**src/rtl/theta_apply_stream.sv**
```systemverilog
// theta_apply_stream
// Word-serial theta mixing stage. Accepts the five column-parity words in one
// transfer, derives the five mixing words D[x] = C[x-1] ^ rotl(C[x+1], ROT_AMT)
// (indices mod 5), then passes the block of 5*WORDS_PER_COL state words
// through, XORing each word with D of its column. The output side holds a
// single word.
//
// Ports
//   i_clk, i_rst_n              clock, asynchronous active-low reset
//   i_c_valid / o_c_ready       parity vector handshake (ready only in IDLE)
//   i_c[32k+31:32k]             parity word C[k], k = 0..4 (k = 4 is C_5)
//   i_word_valid / o_word_ready input state word handshake
//   i_word                      input state word, column-major order
//   o_word_valid / i_word_ready output word handshake
//   o_word                      i_word ^ D[column]
//   o_word_last                 high while the held word is the final one
//   o_busy                      high in COMPUTE and STREAM
//
// state     | meaning
// ----------+-----------------------------------------------------------
// S_IDLE    | waiting for a parity vector; C latched on i_c_valid
// S_COMPUTE | one cycle: D[0..4] registered from latched C, counters cleared
// S_STREAM  | words flow through; leaves after the last output is accepted

module theta_apply_stream #(
   parameter int ROT_AMT       = 1,
   parameter int WORDS_PER_COL = 5
) (
   input  logic         i_clk,
   input  logic         i_rst_n,
   input  logic         i_c_valid,
   output logic         o_c_ready,
   input  logic [159:0] i_c,
   input  logic         i_word_valid,
   output logic         o_word_ready,
   input  logic [31:0]  i_word,
   output logic         o_word_valid,
   input  logic         i_word_ready,
   output logic [31:0]  o_word,
   output logic         o_word_last,
   output logic         o_busy
);

   localparam int NWORDS = 5 * WORDS_PER_COL;
   localparam int CNT_W  = $clog2(NWORDS + 1);
   localparam int ROW_W  = (WORDS_PER_COL > 1) ? $clog2(WORDS_PER_COL) : 1;
   localparam int ROT    = ROT_AMT % 32;

   localparam logic [CNT_W-1:0] CNT_END  = CNT_W'(NWORDS);
   localparam logic [CNT_W-1:0] CNT_LAST = CNT_W'(NWORDS - 1);
   localparam logic [CNT_W-1:0] CNT_ONE  = CNT_W'(1);
   localparam logic [ROW_W-1:0] ROW_LAST = ROW_W'(WORDS_PER_COL - 1);
   localparam logic [ROW_W-1:0] ROW_ONE  = ROW_W'(1);

   typedef enum logic [1:0] {
      S_IDLE    = 2'd0,
      S_COMPUTE = 2'd1,
      S_STREAM  = 2'd2
   } state_t;

   state_t            state_q, state_d;
   logic [31:0]       c_q [5];
   logic [31:0]       c_d [5];
   logic [31:0]       d_q [5];
   logic [31:0]       d_d [5];
   logic [CNT_W-1:0]  in_cnt_q, in_cnt_d;
   logic [CNT_W-1:0]  out_cnt_q, out_cnt_d;
   logic [2:0]        in_col_q, in_col_d;
   logic [ROW_W-1:0]  in_row_q, in_row_d;
   logic [31:0]       word_q, word_d;
   logic              valid_q, valid_d;
   logic              last_q, last_d;
   logic              word_ready;
   logic              load;
   logic              accept;

   // Rotation done on a doubled word so ROT = 0 degenerates cleanly.
   function automatic logic [31:0] rotl32(input logic [31:0] v);
      logic [63:0] dbl;
      dbl = {v, v} << ROT;
      return dbl[63:32];
   endfunction

   always_comb begin
      state_d    = state_q;
      c_d        = c_q;
      d_d        = d_q;
      in_cnt_d   = in_cnt_q;
      out_cnt_d  = out_cnt_q;
      in_col_d   = in_col_q;
      in_row_d   = in_row_q;
      word_d     = word_q;
      valid_d    = valid_q;
      last_d     = last_q;
      word_ready = 1'b0;
      load       = 1'b0;
      accept     = 1'b0;

      case (state_q)
         S_IDLE: begin
            if (i_c_valid) begin
               for (int k = 0; k < 5; k++) begin
                  c_d[k] = i_c[32*k +: 32];
               end
               state_d = S_COMPUTE;
            end
         end

         S_COMPUTE: begin
            d_d[0]    = c_q[4] ^ rotl32(c_q[1]);
            d_d[1]    = c_q[0] ^ rotl32(c_q[2]);
            d_d[2]    = c_q[1] ^ rotl32(c_q[3]);
            d_d[3]    = c_q[2] ^ rotl32(c_q[4]);
            d_d[4]    = c_q[3] ^ rotl32(c_q[0]);
            in_cnt_d  = '0;
            out_cnt_d = '0;
            in_col_d  = '0;
            in_row_d  = '0;
            valid_d   = 1'b0;
            last_d    = 1'b0;
            state_d   = S_STREAM;
         end

         S_STREAM: begin
            word_ready = (in_cnt_q < CNT_END) && (!valid_q || i_word_ready);
            load       = word_ready && i_word_valid;
            accept     = valid_q && i_word_ready;

            if (accept) begin
               out_cnt_d = out_cnt_q + CNT_ONE;
               valid_d   = 1'b0;
               last_d    = 1'b0;
               if (out_cnt_q == CNT_LAST) begin
                  state_d = S_IDLE;
               end
            end

            // A load on the same edge as an accept overrides the clear above,
            // so the slot refills without a bubble.
            if (load) begin
               word_d   = i_word ^ d_q[in_col_q];
               valid_d  = 1'b1;
               last_d   = (in_cnt_q == CNT_LAST);
               in_cnt_d = in_cnt_q + CNT_ONE;
               if (in_row_q == ROW_LAST) begin
                  in_row_d = '0;
                  in_col_d = in_col_q + 3'd1;
               end else begin
                  in_row_d = in_row_q + ROW_ONE;
               end
            end
         end

         default: state_d = S_IDLE;
      endcase
   end

   always_ff @(posedge i_clk or negedge i_rst_n) begin
      if (!i_rst_n) begin
         state_q <= S_IDLE;
         for (int k = 0; k < 5; k++) begin
            c_q[k] <= '0;
            d_q[k] <= '0;
         end
         in_cnt_q  <= '0;
         out_cnt_q <= '0;
         in_col_q  <= '0;
         in_row_q  <= '0;
         word_q    <= '0;
         valid_q   <= 1'b0;
         last_q    <= 1'b0;
      end else begin
         state_q   <= state_d;
         c_q       <= c_d;
         d_q       <= d_d;
         in_cnt_q  <= in_cnt_d;
         out_cnt_q <= out_cnt_d;
         in_col_q  <= in_col_d;
         in_row_q  <= in_row_d;
         word_q    <= word_d;
         valid_q   <= valid_d;
         last_q    <= last_d;
      end
   end

   assign o_c_ready    = (state_q == S_IDLE);
   assign o_word_ready = word_ready;
   assign o_word_valid = valid_q;
   assign o_word       = word_q;
   assign o_word_last  = last_q;
   assign o_busy       = (state_q != S_IDLE);

endmodule

```
**config.mk**
```make
export PLATFORM = sky130hd
export DESIGN_NAME = theta_apply_stream
export DESIGN_NICKNAME = d
export VERILOG_FILES = /design/src/rtl/theta_apply_stream.sv
export SDC_FILE = /design/constraint.sdc
export NUM_CORES = 1
export LEC_CHECK = 0
export CORE_AREA = 2 2 199 201
export DETAILED_ROUTE_END_ITERATION = 8
export DIE_AREA = 0 0 201 203
export PLACE_DENSITY = 0.77
export SYNTH_ARGS = -nofsm -noshare
export SYNTH_HDL_FRONTEND = slang
export SYNTH_SLANG_ARGS = --single-unit
```
**constraint.sdc**
```tcl
create_clock -name i_clk -period 2.2 [get_ports i_clk]
set_clock_uncertainty 0.1 [all_clocks]
set_input_delay 0.33 -clock i_clk [delete_from_list [all_inputs] [get_ports i_clk]]
set_output_delay 0.33 -clock i_clk [all_outputs]
set_load 0.02 [all_outputs]
```
### Word level (Yosys, flattened, before mapping)

Cells that the tools add are included.

* add/sub/neg operators: 4
* magnitude comparators: 2
* eq/ne operators: 11
* multiplexer cells: 23
* bitwise logic cells: 7
* reduce and logical (&&, ||, !) cells: 15

Operators with widths (number)
* $xor 32x32->32: 6
* $bmux 32 s3: 1
* $mux 32: 2
* $pmux 5 s2: 2
* $mux 3: 4
* $pmux 3 s2: 2
* $add 5x1->5 const B: 2
* $eq 5x5->1 const B: 2
* $mux 5: 2
* $ne 2x2->1 const B: 5
* $reduce_and 2->1: 5
* $add 3x1->3 const B: 2
* $mux 2: 3
* $pmux 2 s3: 1
* $reduce_and 3->1: 2
* $lt 5x5->1 const B: 1
* $ge 4x4->1 const B: 1
* $mux 1: 4
* $not 3->4: 1
* $pmux 1 s2: 2
* $reduce_bool 2->1: 2
* $eq 3x3->1 const B: 1
* $logic_and 1x1->1: 3
* $ne 3x3->1 const B: 1
* other kinds (5): 5

* flip-flop bits (word level): 372
* input port bits: 197
* output and inout bits: 37
* word-level logic and storage cells: 80

### Longest topological paths before layout

* depth in word-level cells: 6
* gate-level depth with buffers: 7
* gate-level depth less buffers: 5

### Least setup slack after synthesis

No wires, ideal clock.

* path kind: register to register
* from: register state_q[1]
* to: register c_q[0] (netlist name)
* setup time: 125 ps
* data arrival time: 1773 ps
* required time: 1975 ps
* path slack: 202 ps
* stages on the path, launching flop included: 8
* path buffers: 3
* clock period less this slack: 1998 ps
* cell sequence: dfrtp_1 -> or2_1 -> inv_2 -> and2_1 -> buf_6 -> buf_6 -> buf_8 -> mux2_4

* word-level cells in the longest chain between the ends: 2

RTL lines
* start, declared: RTL line 61 `state_t state_q, state_d;`
* start signal, assigned: RTL line 173 `state_q <= state_d;`
* $logic_not 2->1
* named net o_c_ready: RTL line 32 `output logic o_c_ready,`
* $reduce_and 2->1 (no line)
* end signal, assigned by index: RTL line 162 `c_q[k] <= '0;`
* end signal, assigned: RTL line 174 `c_q <= c_d;`
* end, declared: RTL line 62 `logic [31:0] c_q [5];`

The timed path passes the listed nets, and every way through them passes these cells.
A chain may end at the register's enable or synchronous reset.

### Worst setup path in the final report

* from: register in_cnt_q[2]
* to: output o_word_ready

* word-level cells in the longest chain between the ends: 3

RTL lines
* start, declared: RTL line 66 `logic [CNT_W-1:0] in_cnt_q, in_cnt_d;`
* start signal, assigned: RTL line 176 `in_cnt_q <= in_cnt_d;`
* $lt 5x5->1: RTL line 125 `word_ready = (in_cnt_q < CNT_END) && (!valid_q || i_word_ready);`
* $logic_and 1x1->1: RTL line 125
* $mux 1: RTL line 99 `case (state_q)`
* end, declared: RTL line 35 `output logic o_word_ready,`

No other way between the ends.

==> impl_metrics.xml <==
<?xml version="1.0" encoding="UTF-8"?>
<metrics>
  <group name="timing">
    <metric name="whs" unit="ns">0.198</metric>
    <metric name="worst_slew_pin_slew" unit="ns">0.677</metric>
    <metric name="finalCriticalPeriod" unit="ns">2.13</metric>
    <metric name="setup-tns-final" unit="ns">0</metric>
    <metric name="slew-limit-headroom" unit="%">54.9</metric>
    <metric name="grt_setup_unrepaired" unit="">no</metric>
    <metric name="fmax" unit="GHz">0.470</metric>
    <metric name="drv_slew" unit="">0</metric>
    <metric name="share_of_the_cycle_needed_by_the_critical_path_after_routing" unit="%">96.7</metric>
    <metric name="timing_hold_violations_final" unit="">0</metric>
    <metric name="timing.final.ws_setup" unit="ns">0.0734</metric>
    <metric name="finalSetupViolCount" unit="">0</metric>
  </group>
  <group name="critical_path">
    <metric name="reg_to_reg_setup_timing_slack" unit="ns">0.21</metric>
    <metric name="critical_path.endpoint_type" unit="">primary output</metric>
    <metric name="worstPathMaxFanout" unit="">7</metric>
    <metric name="start_kind" unit="">flop</metric>
    <metric name="worstPathRequired" unit="ns">1.77</metric>
    <metric name="arrival" unit="ns">1.70</metric>
    <metric name="timing.rr.end" unit="">o_word[23]</metric>
    <metric name="ff2ff_path_depth" unit="">5</metric>
    <metric name="worstSetupPathType" unit="">reg2out</metric>
    <metric name="worst_r2r_startpoint" unit="">in_col_q[0]</metric>
  </group>
  <group name="route">
    <metric name="detailroute.via_count" unit="">11650</metric>
    <metric name="total_wirelength" unit="mm">40.7</metric>
    <metric name="drt.antenna.violating_nets" unit="">0</metric>
    <metric name="drt_first_iter_violations" unit="">705</metric>
    <metric name="drt_pre_antenna_iters" unit="">4</metric>
    <metric name="post_drt_via_cell_ratio" unit="">5.19</metric>
    <metric name="route.detailed.drc" unit="">0</metric>
    <metric name="routedWlPerCell" unit="um">18.1</metric>
  </group>
  <group name="finish">
    <metric name="final_cell_count_no_fill" unit="">2243</metric>
    <metric name="finalNetCount" unit="">1898</metric>
    <metric name="final_core_utilization" unit="%">56.2</metric>
    <metric name="layout-area-overhead-vs-synth" unit="%">26.2</metric>
    <metric name="layout.cells.most_common_list" unit="">sky130_fd_sc_hd__dfrtp_1 (370), sky130_fd_sc_hd__nand2_1 (235), sky130_fd_sc_hd__clkdlybuf4s50_1 (229)</metric>
    <metric name="final_layout_size_suffix_gt1_share" unit="%">13.3</metric>
    <metric name="layout.cells.most_common" unit="">sky130_fd_sc_hd__dfrtp_1</metric>
    <metric name="layout.cell_area.non_filler" unit="um2">21600</metric>
  </group>
  <group name="grt">
    <metric name="gr_met3_demand_resource" unit="%">4.40</metric>
    <metric name="grt_first_pass_wirelength" unit="mm">66.0</metric>
    <metric name="busiest_layer" unit="">met2</metric>
    <metric name="via_count_of_the_first_global_routing_pass" unit="">12362</metric>
    <metric name="antenna_found_initial" unit="">1</metric>
    <metric name="maximum_number_of_pins_on_one_net_before_global_route_repair" unit="">100</metric>
    <metric name="grt_overflow" unit="">0</metric>
    <metric name="grt_util_met1" unit="%">26.4</metric>
    <metric name="use_met2" unit="%">34.3</metric>
    <metric name="gr-usage-all-layers" unit="%">20.3</metric>
  </group>
  <group name="placed_design">
    <metric name="dp_hpwl" unit="mm">28.5</metric>
    <metric name="quantity_of_i_o_buffers_inserted_on_ports" unit="">233</metric>
    <metric name="finalWeightedCongestion" unit="">0.814</metric>
    <metric name="dp_cells" unit="">2168</metric>
    <metric name="preCtsSetupSlack" unit="ns">0.0670</metric>
    <metric name="placedInstanceArea" unit="um2">20300</metric>
  </group>
  <group name="clock_tree">
    <metric name="total_cts_buffers" unit="">41</metric>
    <metric name="cts_setup_buffers" unit="">0</metric>
    <metric name="cts_root_buffer" unit="">sky130_fd_sc_hd__clkbuf_16</metric>
    <metric name="insertion_delay" unit="ns">0.56</metric>
    <metric name="clock_tree.buffer_depth" unit="">3</metric>
    <metric name="cts_tree" unit="">yes</metric>
    <metric name="clock_net_sink_count" unit="">372</metric>
    <metric name="cts.reportedPaths.clkPinSlew" unit="ns">0.06</metric>
    <metric name="cts-htree-levels" unit="">2</metric>
  </group>
  <group name="floorplan">
    <metric name="io_pins" unit="">234</metric>
    <metric name="floorplan.die_area" unit="um2">40800</metric>
    <metric name="die_height" unit="um">203</metric>
    <metric name="chipWidth" unit="um">201</metric>
    <metric name="initial_utilization" unit="%">44.6</metric>
    <metric name="fp_rows" unit="">72</metric>
    <metric name="core_area" unit="um2">38500</metric>
  </group>
  <group name="pwr">
    <metric name="worst_ir_drop_vdd" unit="mV">0.649</metric>
    <metric name="power" unit="mW">31.9</metric>
    <metric name="pwr_density_cell" unit="nW/um2">1470</metric>
    <metric name="power.static_leakage" unit="nW">9.19</metric>
  </group>
  <group name="synthesis">
    <metric name="synth-seq-cells" unit="">372</metric>
    <metric name="synthCells" unit="">1442</metric>
    <metric name="seq_area_frac_synth" unit="%">54.3</metric>
    <metric name="synth_nets" unit="">1646</metric>
    <metric name="area_of_the_mapped_netlist" unit="um2">17100</metric>
    <metric name="number_of_library_cell_types_mapped_by_synthesis" unit="">40</metric>
    <metric name="yosys_warnings" unit="">0</metric>
    <metric name="synth_area_per_cell" unit="um2">11.9</metric>
  </group>
  <group name="run_status">
    <metric name="status" unit="">completed</metric>
  </group>
  <group name="worst_hold_path">
    <metric name="holdCritPathClass" unit="">in2async</metric>
  </group>
  <group name="run">
    <metric name="maxCapViolCount" unit="">0</metric>
  </group>
</metrics>
[area by class of cell]
| cell class | count | area, um2 |
|---|---|---|
| clock inverter | 13 | 78.8 |
| clock buffer | 60 | 1230 |
| timing repair buffer | 296 | 3020 |
| antenna | 1 | 2.50 |
| inverter | 8 | 30.0 |
| tap | 518 | 648 |
| sequential | 372 | 9310 |
| fill | 3171 | 16800 |
| multi-input combinational | 975 | 7310 |
[Yosys cell counts, drive strengths merged]
library cell  number  area, um2
and2               2       12.5
a41oi              1       8.76
nor3               1       5.00
ha                 7       87.6
o21ai            168        841
and3               1       6.26
nand3             40        200
nand2b             4       25.0
nor3b              2       20.0
mux2             161       2150
o211a              1       10.0
mux2i             66        661
o22a              32        280
dfrtp            372       9310
nor2               6       22.5
o211ai             2       15.0
or2                2       12.5
o31ai              4       30.0
a211o             33        289
and4               1       8.76
clkbuf            37        139
xnor2            160       1400
o311ai             3       33.8
nand4             36        225
and4b              1       10.0
buf               50        380
nand2            235        882
nand4b             3       26.3
inv                8       30.0
nor2b              3       18.8
[power breakdown]
part	leakage, nW	switching, mW	internal, mW
clock	0.640	2.76	3.88
combinational	3.97	5.34	6.62
sequential	4.58	3.17	10.1
[layer usage]
metal  wire, um  part of all wire (%)
met1      17600                    43
met2      20200                    50
met3       1970                   4.8
met4        905                   2.2
met5          0                     0
[worst max-delay path by stage]
stage | start | end | slack, ns
2_1_floorplan | state_q[1] | c_q[0] | 0.20
5_1_grt | in_cnt_q[2] | o_word_ready | 0.01
3_5_place_dp | i_word_ready | o_word_ready | 0.07
3_3_place_gp | i_word_ready | o_word_ready | 0.08
6_report | in_cnt_q[2] | o_word_ready | 0.07
4_1_cts | in_cnt_q[2] | o_word_ready | 0.06
[repair_timing]
| action | in CTS | in global routing |
|---|---|---|
| endpoints found under the hold margin | 53 | 0 |
| hold buffers | 1 | 0 |
| endpoints found under the setup margin | 3 | 0 |
| gates resized for setup | 8 | 0 |
[state kept, by name, summed over array words and instances, names as in the netlist, 2 cells and up]
name / count
c_q: 160
d_q: 160
in_cnt_q: 5
in_col_q: 3
in_row_q: 3
o_word: 32
out_cnt_q: 5
state_q: 2
[critical path, cell delays in order, from the launching register on]
cell and delay [ns]:
sky130_fd_sc_hd__dfrtp_2 0.46, sky130_fd_sc_hd__o311ai_4 0.32, sky130_fd_sc_hd__and3_1 0.20, sky130_fd_sc_hd__buf_2 0.16
[kinds of logic (layout without fill, tap and decap cells)]
kind of cell | Yosys count | count (layout) | share of synthesized area, %
DFF | 372 | 372 | 54.3
adders and majority gates | 7 | 7 | 0.511
and+or+nand+nor | 337 | 337 | 8.61
other | 0 | 1 | 0
xor gates and xnor gates | 160 | 160 | 8.18
buffers and inverters | 95 | 377 | 3.21
AOI/OAI and AO/OA | 244 | 244 | 8.80
muxes | 227 | 227 | 16.4
(Power assumes the default switching activity.)
